File: config.mk
export PLATFORM = sky130hd
export DESIGN_NAME = alu_share_arbiter_flat
export DESIGN_NICKNAME = d
export VERILOG_FILES = /design/src/rtl/alu_share_arbiter_pkg.sv /design/src/rtl/alu_share_arbiter_if.sv /design/src/rtl/alu_share_arbiter_rr_arbiter.sv /design/src/rtl/alu_share_arbiter.sv /design/src/flat_wrapper.sv
export SDC_FILE = /design/constraint.sdc
export NUM_CORES = 1
export LEC_CHECK = 0
export ABC_AREA = 1
export CORE_ASPECT_RATIO = 1.25
export CORE_MARGIN = 2
export CORE_UTILIZATION = 35
export CTS_CLUSTER_SIZE = 16
export DETAILED_ROUTE_END_ITERATION = 10
export PLACE_DENSITY = 0.77
export SETUP_SLACK_MARGIN = 0.5
export SYNTH_ARGS = -nofsm -noshare
export SYNTH_HDL_FRONTEND = slang
export SYNTH_SLANG_ARGS = --single-unit
File: constraint.sdc
create_clock -name clk -period 1.2 [get_ports clk]
set_input_delay 0.18 -clock clk [delete_from_list [all_inputs] [get_ports clk]]
set_output_delay 0.18 -clock clk [all_outputs]
set_load 0.02 [all_outputs]
File: src/rtl/alu_share_arbiter_pkg.sv
// Shared types and constants for the ALU-sharing arbiter: FSM states,
// ALUControl encodings, flag bit positions and the legal-op decoder.
package alu_arb_pkg;

    typedef enum logic [1:0] {
        IDLE = 2'd0,
        EXEC = 2'd1,
        RESP = 2'd2
    } arb_state_e;

    localparam logic [2:0] ALU_ADD = 3'b000;
    localparam logic [2:0] ALU_SUB = 3'b001;
    localparam logic [2:0] ALU_AND = 3'b010;
    localparam logic [2:0] ALU_OR  = 3'b011;
    localparam logic [2:0] ALU_SLT = 3'b101;

    localparam int FLAG_Z = 3;
    localparam int FLAG_N = 2;
    localparam int FLAG_V = 1;
    localparam int FLAG_C = 0;

    function automatic logic is_legal_op(input logic [2:0] ctrl);
        logic legal;
        case (ctrl)
            ALU_ADD, ALU_SUB, ALU_AND, ALU_OR, ALU_SLT: legal = 1'b1;
            default:                                     legal = 1'b0;
        endcase
        return legal;
    endfunction

endpackage

File: src/rtl/alu_share_arbiter_if.sv
// Requester request/response channels plus the ALU operand/result bus.
// slave = the arbiter, master = requesters together with the ALU.
interface alu_share_arbiter_if #(
    parameter int NUM_REQ = 2
);
    logic [NUM_REQ-1:0]    req_valid;
    logic [NUM_REQ-1:0]    req_ready;
    logic [NUM_REQ*32-1:0] req_a;
    logic [NUM_REQ*32-1:0] req_b;
    logic [NUM_REQ*3-1:0]  req_ctrl;

    logic [NUM_REQ-1:0]    rsp_valid;
    logic [NUM_REQ-1:0]    rsp_ready;
    logic [31:0]           rsp_result;
    logic [3:0]            rsp_flags;
    logic                  rsp_err;

    logic [31:0]           alu_a;
    logic [31:0]           alu_b;
    logic [2:0]            alu_ctrl;
    logic [31:0]           alu_result;
    logic                  alu_z;
    logic                  alu_n;
    logic                  alu_v;
    logic                  alu_c;

    modport slave (
        input  req_valid, req_a, req_b, req_ctrl, rsp_ready,
        input  alu_result, alu_z, alu_n, alu_v, alu_c,
        output req_ready, rsp_valid, rsp_result, rsp_flags, rsp_err,
        output alu_a, alu_b, alu_ctrl
    );

    modport master (
        output req_valid, req_a, req_b, req_ctrl, rsp_ready,
        output alu_result, alu_z, alu_n, alu_v, alu_c,
        input  req_ready, rsp_valid, rsp_result, rsp_flags, rsp_err,
        input  alu_a, alu_b, alu_ctrl
    );

endinterface

File: src/rtl/alu_share_arbiter_rr_arbiter.sv
// Combinational rotating-priority arbiter: first requester at or above
// i_ptr (wrapping modulo N) wins; returns one-hot grant and its index.
module rr_arbiter #(
    parameter int N     = 2,
    parameter int IDX_W = 1
) (
    input  logic [N-1:0]     i_req,
    input  logic [IDX_W-1:0] i_ptr,
    output logic [N-1:0]     o_grant,
    output logic [IDX_W-1:0] o_idx,
    output logic             o_any
);

    // Scan N positions starting at the pointer; the first hit locks the grant.
    always_comb begin
        int   v_pos;
        logic v_hit;
        logic v_found;
        o_grant = '0;
        o_idx   = '0;
        v_found = 1'b0;
        v_pos   = 0;
        v_hit   = 1'b0;
        for (int k = 0; k < N; k++) begin
            v_pos = int'(i_ptr) + k;
            v_pos = (v_pos >= N) ? (v_pos - N) : v_pos;
            v_hit = i_req[v_pos] & ~v_found;
            o_grant[v_pos] = o_grant[v_pos] | v_hit;
            o_idx   = v_hit ? IDX_W'(v_pos) : o_idx;
            v_found = v_found | v_hit;
        end
        o_any = v_found;
    end

endmodule

File: src/rtl/alu_share_arbiter.sv
// Shares one 32-bit ALU among NUM_REQ requesters: IDLE accepts one op,
// EXEC lets the ALU evaluate, RESP holds the result until the owner takes it.
// Optional: `define ALU_ARB_ILLEGAL_OP_EN to answer illegal codes directly.
module alu_share_arbiter
    import alu_arb_pkg::*;
#(
    parameter int NUM_REQ = 2,
    parameter int WIDTH   = 32
) (
    input  logic               clk,
    input  logic               rst,
    alu_share_arbiter_if.slave bus
);

    localparam int IDX_W = $clog2(NUM_REQ);

    arb_state_e          r_state;
    arb_state_e          w_state_nxt;
    logic [IDX_W-1:0]    r_ptr;
    logic [IDX_W-1:0]    r_owner;
    logic [IDX_W-1:0]    w_idx;
    logic [IDX_W-1:0]    w_ptr_nxt;
    logic [NUM_REQ-1:0]  w_grant;
    logic [NUM_REQ-1:0]  w_rsp_valid;
    logic                w_any;
    logic                w_accept;
    logic                w_handshake;
    logic                w_skip_exec;
    logic [WIDTH-1:0]    w_win_a;
    logic [WIDTH-1:0]    w_win_b;
    logic [2:0]          w_win_ctrl;
    logic [3:0]          w_alu_flags;
    logic [WIDTH-1:0]    r_alu_a;
    logic [WIDTH-1:0]    r_alu_b;
    logic [2:0]          r_alu_ctrl;
    logic [WIDTH-1:0]    r_rsp_result;
    logic [3:0]          r_rsp_flags;

    rr_arbiter #(
        .N     (NUM_REQ),
        .IDX_W (IDX_W)
    ) u_rr_arbiter (
        .i_req   (bus.req_valid),
        .i_ptr   (r_ptr),
        .o_grant (w_grant),
        .o_idx   (w_idx),
        .o_any   (w_any)
    );

    assign w_win_a     = bus.req_a[int'(w_idx)*WIDTH +: WIDTH];
    assign w_win_b     = bus.req_b[int'(w_idx)*WIDTH +: WIDTH];
    assign w_win_ctrl  = bus.req_ctrl[int'(w_idx)*3 +: 3];
    assign w_accept    = (r_state == IDLE) && w_any;
    assign w_handshake = (r_state == RESP) && bus.rsp_ready[r_owner];
    assign w_ptr_nxt   = (r_owner == IDX_W'(NUM_REQ - 1)) ? '0 : (r_owner + IDX_W'(1));

`ifdef ALU_ARB_ILLEGAL_OP_EN
    assign w_skip_exec = ~is_legal_op(w_win_ctrl);
`else
    assign w_skip_exec = 1'b0;
`endif

    // State register.
    always_ff @(posedge clk) begin
        if (rst) begin
            r_state <= IDLE;
        end else begin
            r_state <= w_state_nxt;
        end
    end

    // Next-state logic; illegal ops (when enabled) bypass the ALU cycle.
    always_comb begin
        w_state_nxt = r_state;
        case (r_state)
            IDLE: begin
                if (w_accept) begin
                    w_state_nxt = w_skip_exec ? RESP : EXEC;
                end else begin
                    w_state_nxt = IDLE;
                end
            end
            EXEC: w_state_nxt = RESP;
            RESP: begin
                if (w_handshake) begin
                    w_state_nxt = IDLE;
                end else begin
                    w_state_nxt = RESP;
                end
            end
            default: w_state_nxt = IDLE;
        endcase
    end

    // Priority pointer moves past the owner only once its response is taken.
    always_ff @(posedge clk) begin
        if (rst) begin
            r_ptr <= '0;
        end else if (w_handshake) begin
            r_ptr <= w_ptr_nxt;
        end else begin
            r_ptr <= r_ptr;
        end
    end

    // Operand capture; ctrl stays untouched for ops that never reach the ALU.
    always_ff @(posedge clk) begin
        if (rst) begin
            r_owner    <= '0;
            r_alu_a    <= '0;
            r_alu_b    <= '0;
            r_alu_ctrl <= 3'b000;
        end else if (w_accept) begin
            r_owner    <= w_idx;
            r_alu_a    <= w_win_a;
            r_alu_b    <= w_win_b;
            r_alu_ctrl <= w_skip_exec ? r_alu_ctrl : w_win_ctrl;
        end else begin
            r_owner    <= r_owner;
            r_alu_a    <= r_alu_a;
            r_alu_b    <= r_alu_b;
            r_alu_ctrl <= r_alu_ctrl;
        end
    end

    // Pack ALU flags into {Z,N,V,C} order.
    always_comb begin
        w_alu_flags         = 4'b0000;
        w_alu_flags[FLAG_Z] = bus.alu_z;
        w_alu_flags[FLAG_N] = bus.alu_n;
        w_alu_flags[FLAG_V] = bus.alu_v;
        w_alu_flags[FLAG_C] = bus.alu_c;
    end

    // Response capture at the end of EXEC, or directly for a rejected op.
    always_ff @(posedge clk) begin
        if (rst) begin
            r_rsp_result <= '0;
            r_rsp_flags  <= 4'b0000;
        end else if (w_accept && w_skip_exec) begin
            r_rsp_result <= '0;
            r_rsp_flags  <= 4'b1000;
        end else if (r_state == EXEC) begin
            r_rsp_result <= bus.alu_result;
            r_rsp_flags  <= w_alu_flags;
        end else begin
            r_rsp_result <= r_rsp_result;
            r_rsp_flags  <= r_rsp_flags;
        end
    end

`ifdef ALU_ARB_ILLEGAL_OP_EN
    logic r_rsp_err;

    // Error marker travels with the response it belongs to.
    always_ff @(posedge clk) begin
        if (rst) begin
            r_rsp_err <= 1'b0;
        end else if (w_accept) begin
            r_rsp_err <= w_skip_exec;
        end else begin
            r_rsp_err <= r_rsp_err;
        end
    end

    assign bus.rsp_err = r_rsp_err;
`else
    assign bus.rsp_err = 1'b0;
`endif

    // One-hot response valid toward the owner.
    always_comb begin
        w_rsp_valid = '0;
        for (int i = 0; i < NUM_REQ; i++) begin
            w_rsp_valid[i] = (r_state == RESP) && (r_owner == IDX_W'(i));
        end
    end

    assign bus.req_ready  = w_accept ? w_grant : '0;
    assign bus.rsp_valid  = w_rsp_valid;
    assign bus.rsp_result = r_rsp_result;
    assign bus.rsp_flags  = r_rsp_flags;
    assign bus.alu_a      = r_alu_a;
    assign bus.alu_b      = r_alu_b;
    assign bus.alu_ctrl   = r_alu_ctrl;

endmodule

File: src/flat_wrapper.sv
// flat-port wrapper written by rule: the top's interface ports become plain ports
module alu_share_arbiter_flat import alu_arb_pkg::*;
#(
    parameter int NUM_REQ = 2,
    parameter int WIDTH   = 32
)
  (clk, rst, bus_req_valid, bus_req_a, bus_req_b, bus_req_ctrl, bus_rsp_ready, bus_alu_result, bus_alu_z, bus_alu_n, bus_alu_v, bus_alu_c, bus_req_ready, bus_rsp_valid, bus_rsp_result, bus_rsp_flags, bus_rsp_err, bus_alu_a, bus_alu_b, bus_alu_ctrl);
  alu_share_arbiter_if #(.NUM_REQ(NUM_REQ)) bus_i ();
  input  logic clk;
  input  logic rst;
  input wire logic [$bits(bus_i.req_valid)-1:0] bus_req_valid;
  input wire logic [$bits(bus_i.req_a)-1:0] bus_req_a;
  input wire logic [$bits(bus_i.req_b)-1:0] bus_req_b;
  input wire logic [$bits(bus_i.req_ctrl)-1:0] bus_req_ctrl;
  input wire logic [$bits(bus_i.rsp_ready)-1:0] bus_rsp_ready;
  input wire logic [$bits(bus_i.alu_result)-1:0] bus_alu_result;
  input wire logic [$bits(bus_i.alu_z)-1:0] bus_alu_z;
  input wire logic [$bits(bus_i.alu_n)-1:0] bus_alu_n;
  input wire logic [$bits(bus_i.alu_v)-1:0] bus_alu_v;
  input wire logic [$bits(bus_i.alu_c)-1:0] bus_alu_c;
  output wire logic [$bits(bus_i.req_ready)-1:0] bus_req_ready;
  output wire logic [$bits(bus_i.rsp_valid)-1:0] bus_rsp_valid;
  output wire logic [$bits(bus_i.rsp_result)-1:0] bus_rsp_result;
  output wire logic [$bits(bus_i.rsp_flags)-1:0] bus_rsp_flags;
  output wire logic [$bits(bus_i.rsp_err)-1:0] bus_rsp_err;
  output wire logic [$bits(bus_i.alu_a)-1:0] bus_alu_a;
  output wire logic [$bits(bus_i.alu_b)-1:0] bus_alu_b;
  output wire logic [$bits(bus_i.alu_ctrl)-1:0] bus_alu_ctrl;
  assign bus_i.req_valid = bus_req_valid;
  assign bus_i.req_a = bus_req_a;
  assign bus_i.req_b = bus_req_b;
  assign bus_i.req_ctrl = bus_req_ctrl;
  assign bus_i.rsp_ready = bus_rsp_ready;
  assign bus_i.alu_result = bus_alu_result;
  assign bus_i.alu_z = bus_alu_z;
  assign bus_i.alu_n = bus_alu_n;
  assign bus_i.alu_v = bus_alu_v;
  assign bus_i.alu_c = bus_alu_c;
  assign bus_req_ready = bus_i.req_ready;
  assign bus_rsp_valid = bus_i.rsp_valid;
  assign bus_rsp_result = bus_i.rsp_result;
  assign bus_rsp_flags = bus_i.rsp_flags;
  assign bus_rsp_err = bus_i.rsp_err;
  assign bus_alu_a = bus_i.alu_a;
  assign bus_alu_b = bus_i.alu_b;
  assign bus_alu_ctrl = bus_i.alu_ctrl;
  alu_share_arbiter #(.NUM_REQ(NUM_REQ), .WIDTH(WIDTH)) u_core (.clk(clk), .rst(rst), .bus(bus_i));
endmodule
* After elaboration in Yosys (flattened, before gate mapping)
Index checks and enable logic that the tools add are counted.
** Storage, ports and cells
- Flip-flop bits (word level) :: 107
- Memories kept :: 0
- Memory bits (read-only) :: 0
- RAM bits :: 0
- Output and inout bits :: 108
- Word-level logic and storage cells :: 66
- Bits in latches :: 0
- Input bits :: 176
** Cells by class
- Mux-type cells :: 27
- Shift-type cells :: 3
- Eq/ne operators :: 2
- Multipliers :: 1
- Bitwise operators :: 7
- Divide/modulo/power cells :: 0
- Reductions and logical operators :: 7
- $lt $le $gt $ge :: 7
- $add $sub $neg :: 4
** Operators by type and width (count)
- 64-bit by 7-bit indexed part select with 32-bit output :: 2
- 32-bit by 1-bit greater-or-equal comparator with 1-bit output, second input constant :: 2
- 32-bit by 3-bit < comparator with 1-bit output, second input constant :: 2
- 32-bit two-way mux :: 2
- 6-bit by 32-bit indexed part select with 3-bit output :: 1
- 1-bit two-way mux :: 19
- 1-bit logical AND :: 6
- 2-bit case mux with 3 select lines :: 1
- 2-bit two-way mux :: 2
- 1-bit by 2-bit multiplier with 3-bit output, second input constant :: 1
- 1-bit OR :: 3
- 1-bit by 2-bit subtractor with 3-bit output, second input constant :: 1
- 2-bit by 2-bit subtractor with 3-bit output, second input constant :: 1
- 1-bit by 1-bit adder with 2-bit output, second input constant :: 1
- 2-bit AND :: 1
- 2-bit bitwise mux :: 1
- 1-bit demux with 1-bit select :: 2
- 2-bit by 1-bit == test with 1-bit output, second input constant :: 1
- 2-bit == test, second input constant :: 1
- 1-bit by 2-bit greater-or-equal comparator with 1-bit output, second input constant :: 1
- 2-bit greater-or-equal comparator, second input constant :: 1
- 2-bit zero test :: 1
- 1-bit by 2-bit < comparator with 1-bit output, second input constant :: 1
- 1-bit NOT :: 2
- other kinds (2) :: 2

* Logic depth before layout (Yosys ltp)
- Depth in word-level cells :: 13
- Mapped depth :: 8

* By module
A second synthesis with hierarchy kept.
** Second synthesis, totals
- Cells, all modules :: 700
- Area, all modules :: 4678.2 um^2
** By module, submodules not included
- alu_share_arbiter :: area each 4648.2 um^2, cells an instance 693, times used 1
- rr_arbiter :: area each 30.0 um^2, cells an instance 7, times used 1

* Worst setup path after synthesis
Ideal clock, no wire load.
- Kind :: register to output
- Start point :: reg u_core.r_state[0]
- End point :: out bus_req_ready[0]
- Path slack :: -60 ps
- Data arrival time :: 1080 ps
- Required time :: 1020 ps
- Stages on the path, launching flop included :: 7
- Cells stage by stage :: dfxtp_1 inv_1 nand2_1 nor2_4 inv_2 buf_2 nor2_1
** Between the ends
- Longest elaborated chain between the ends :: 3
** Ends and longest elaborated chain
- start, declared :: RTL line alu_share_arbiter.sv:17 : arb_state_e r_state;
- start signal, assigned :: RTL line alu_share_arbiter.sv:68 : r_state <= w_state_nxt;
- 2-bit zero test :: RTL line alu_share_arbiter.sv:53 : assign w_accept = (r_state == IDLE) && w_any;
- 1-bit logical AND :: RTL line alu_share_arbiter.sv:53
- 2-bit two-way mux :: RTL line alu_share_arbiter.sv:179 : assign bus.req_ready = w_accept ? w_grant : '0;
- end, declared :: RTL line flat_wrapper.sv:21 : output wire logic [$bits(bus_i.req_ready)-1:0] bus_req_ready;
Every way passes these cells.

* Worst setup path in the final report
- Start point :: reg u_core.r_state[0]
- End point :: reg u_core.r_rsp_result[18] (netlist: u_core.bus.rsp_result[18])
** Between the ends
- Longest elaborated chain between the ends :: 1
** Ends and longest elaborated chain
- 2-bit by 1-bit == test with 1-bit output :: RTL line alu_share_arbiter.sv:143 : end else if (r_state == EXEC) begin
- end signal, assigned :: RTL line alu_share_arbiter.sv:144 : r_rsp_result <= bus.alu_result;
- end signal, assigned :: RTL line alu_share_arbiter.sv:147 : r_rsp_result <= r_rsp_result;
- end, declared :: RTL line alu_share_arbiter.sv:36 : logic [WIDTH-1:0] r_rsp_result;
Every way passes these cells.
A chain may end at the register's enable or synchronous reset.

==> impl_metrics.csv <==
group,metric,value,unit
outcome,status,"complete, but fails checks",
outcome,violations,"negative setup slack",
critical_path,end_kind,"flop",
placement,port_buffers,282,
clocking,clk_pin_slew_worst_paths,0.08,ns
sta,tightest_slew,0.645,ns
critical_path,start_kind,"flop",
floorplanning,die_area,15300,um2
flow_run,maxCapViolations,0,
critical_path,cp_max_fo,6,
synthesis,syn-num-nets,948,
placement,place_hpwl,11900,um
floorplanning,die_h,138,um
synthesis,syn_avg_cell_area,6.50,um2
clocking,cts_root_buf,"clkbuf_16",
layout,stdcell_area,9710,um2
floorplanning,ios,284,
sta,setup_violations,109,
sta,post-route-period-util,1.26,
route,num_vias,6118,
synthesis,yosys_warnings,0,
floorplanning,std_cell_rows,48,
power_and_ir_drop,seq_power_share,0.367,
grt,antenna_found_initial,1,
critical_path,worstSetupPathType,"flop to flop",
clocking,cts_tree,"yes",
route,drt_iter0_markers,354,
grt,first_global_vias,5502,
min_path,hp-start,"rst",
power_and_ir_drop,clkPwrFrac,0.294,
critical_path,cp.required,1.47,ns
critical_path,worstReg2RegEnd,"u_core.bus.rsp_result[18]",
placement,place_area,8090,um2
route,avgViaCountPerCell,4.89,
sta,fin_crit,1.51,ns
sta,tns,-18.84,ns
route,wire_per_inst,16.4,um
sta,fin_ws,-0.310,ns
synthesis,synth_xor_area_frac,0,
synthesis,syn_area,5010,um2
synthesis,muxShareOfSynthArea,0,
power_and_ir_drop,comb_power_share,0.339,
synthesis,yosysUniqueCellTypes,16,
critical_path,r2r-start,"u_core.r_state[0]",
synthesis,ys_seq_area_frac,0.427,
grt,overflow,0,
sta,relSlewSlack,0.570,
min_path,whs_path_depth,3,
min_path,hold_class,"primary input to flop",
clocking,clk_latency,0.35,ns
critical_path,arrival,1.78,ns
synthesis,synth-seq-cells,107,
grt,grt_pass1_wl,28100,um
clocking,cts.sinks,107,
synthesis,synth-adder-area-share,0,
layout,num-fill-cells,1096,
synthesis,synth_simple_gate_area_frac,0.306,
grt,track_usage,0.231,
synthesis,syn-instance-count,772,
critical_path,r2r_slack,-0.31,ns
layout,final_nets,1246,
power_and_ir_drop,vdd_drop_max,888,uV
placement,place_congestion,0.804,
layout,multi_input_area,2470,um2
clocking,htree_levels,3,
synthesis,synth-compound-area-share,0.106,
min_path,hold_end,"u_core.bus.rsp_flags[1]",
power_and_ir_drop,leakagePower,4.56,nW
synthesis,synth_top_family_by_area,"simple AND/OR/NAND/NOR gates",
sta,rsz0062_at_grt,"true",
layout,syn_to_final_growth,93.7,%
route,drc_errors,0,
route,dr.pass1.iters,5,
floorplanning,fp.dieW,111,um
clocking,cts_buffers,9,
layout,seq_area,2270,um2
sta,drv_slew,0,
route,routed_wl,20500,um
power_and_ir_drop,switching_share,0.307,
grt,grt_max_degree,74,
layout,drive_above_1_share,0.362,
power_and_ir_drop,p_sw,0.00350,W
sta,fmax,662,MHz
power_and_ir_drop,p_per_area,1170,nW/um2
floorplanning,core_area,13900,um2
sta,final-hold-violation-count,0,
clocking,clockBufferDepth,2,
power_and_ir_drop,internal_power,0.00788,W
sta,fin_worst_skew,0.00879,ns
route,ant_nets,0,
critical_path,ff2ff_path_depth,9,
floorplanning,start_util,0.360,
[power groups by stage]
stage | registers, W | logic (W) | clock network (W)
finish | 0.00418 | 0.00386 | 0.00335
global route | 0.00421 | 0.00411 | 0.00355
CTS | 0.00416 | 0.00336 | 0.00338
detailed placement | 0.00412 | 0.00301 | 0
global placement | 0.00411 | 0.00300 | 0
floorplan | 0.00449 | 0.00112 | 0
[layer usage]
layer | track usage | part of all wire | vias up
li1 | - | - | 2980
met1 | 0.256 | 0.37 | 2808
met2 | 0.411 | 0.50 | 282
met3 | 0.0774 | 0.090 | 48
met4 | 0.0926 | 0.035 | 0
met5 | 0 | 0 | -
[through the flow]
step / util / hold slack (ns) / total power, W / instances / setup slack, ns
2_1_floorplan: - / 0.323 / 0.00561 / 772 / 0.0931
3_3_place_gp: 0.581 / 0.447 / 0.00711 / 1199 / -0.594
3_5_place_dp: 0.581 / 0.451 / 0.00713 / 1199 / -0.604
4_1_cts: 0.646 / 0.223 / 0.0109 / 1231 / -0.238
5_1_grt: 0.697 / 0.248 / 0.0119 / 1251 / -0.364
6_report: 0.697 / 0.237 / 0.0114 / 1251 / -0.310
[critical path: stages, from the launching register on]
cell	delay [ns]
dfxtp_2	0.34
inv_2	0.04
buf_4	0.12
buf_6	0.10
buf_6	0.11
nor2_4	0.16
buf_12	0.17
clkbuf_16	0.16
nand2_2	0.05
a21oi_2	0.16
[registers in the layout (all words and copies together), names as in the netlist]
name and count:
u_core.bus.alu_a 32, u_core.bus.alu_b 32, u_core.r_owner 1, u_core.bus.rsp_result 32, u_core.r_ptr 1, u_core.bus.rsp_flags 4
u_core.r_state 2, u_core.bus.alu_ctrl 3
[final cells by class]
cell class / count / share of cell area
clock inverter: 6 / 0.00979
multi-input combinational: 467 / 0.254
clock buffer: 10 / 0.0246
sequential: 107 / 0.234
tap: 175 / 0.0225
antenna: 1 / 0.000258
inverter: 143 / 0.0573
timing repair buffer: 342 / 0.397
[cell families after synthesis]
kind of cell    Yosys count
other cells               1
flops                   107
compound gates          106
simple gates            360
buf+inv                 198
[cells in the mapped netlist, drive strengths merged]
library cell | n | area share
a21oi | 106 | 0.11
buf | 29 | 0.034
clkbuf | 26 | 0.019
conb | 1 | 0.00075
dfxtp | 107 | 0.43
inv | 143 | 0.11
nand2 | 217 | 0.16
nand3 | 135 | 0.13
nor2 | 8 | 0.0085
[worst max path at each step]
| stage | slack [ns] | startpoint | cells past startpoint | to |
|---|---|---|---|---|
| 2_1_floorplan | 0.09 | u_core.r_state[0] | 6 | bus_req_ready[0] |
| 3_3_place_gp | -0.59 | bus_req_valid[0] | 6 | bus_req_ready[1] |
| 3_5_place_dp | -0.60 | bus_req_valid[0] | 6 | bus_req_ready[1] |
| 4_1_cts | -0.24 | u_core.r_state[1] | 7 | bus_req_ready[0] |
| 5_1_grt | -0.36 | u_core.r_state[0] | 7 | bus_req_ready[0] |
| 6_report | -0.31 | u_core.r_state[0] | 9 | u_core.bus.rsp_result[18] |
[placed cells by master, fill, tap and decap left out]
cell and instances:
a21oi_1 68, a21oi_2 38, buf_12 12, buf_16 3
buf_2 1, buf_4 23, buf_6 116, buf_8 5
bufbuf_16 2, bufinv_16 2, clkbuf_16 16, clkbuf_8 1
clkdlybuf4s50_1 172, clkinv_4 2, conb_1 1, dfxtp_1 1
dfxtp_2 106, diode_2 1, dlymetal6s2s_1 1, inv_1 135
inv_12 1, inv_2 6, inv_6 2, inv_8 1
nand2_1 181, nand2_2 18, nand2_4 18, nand3_1 126
nand3_2 9, nor2_1 1, nor2_2 1, nor2_4 6
[what timing repair did]
action | in CTS | in global routing
gates cloned | 5 | 11
setup endpoints to repair | 214 | 214
resized for setup | 769 | 119
buffers inserted | 11 | 8
pin swaps | 26 | 28
hold buffers | 0 | 0
(Power assumes the default switching activity.)
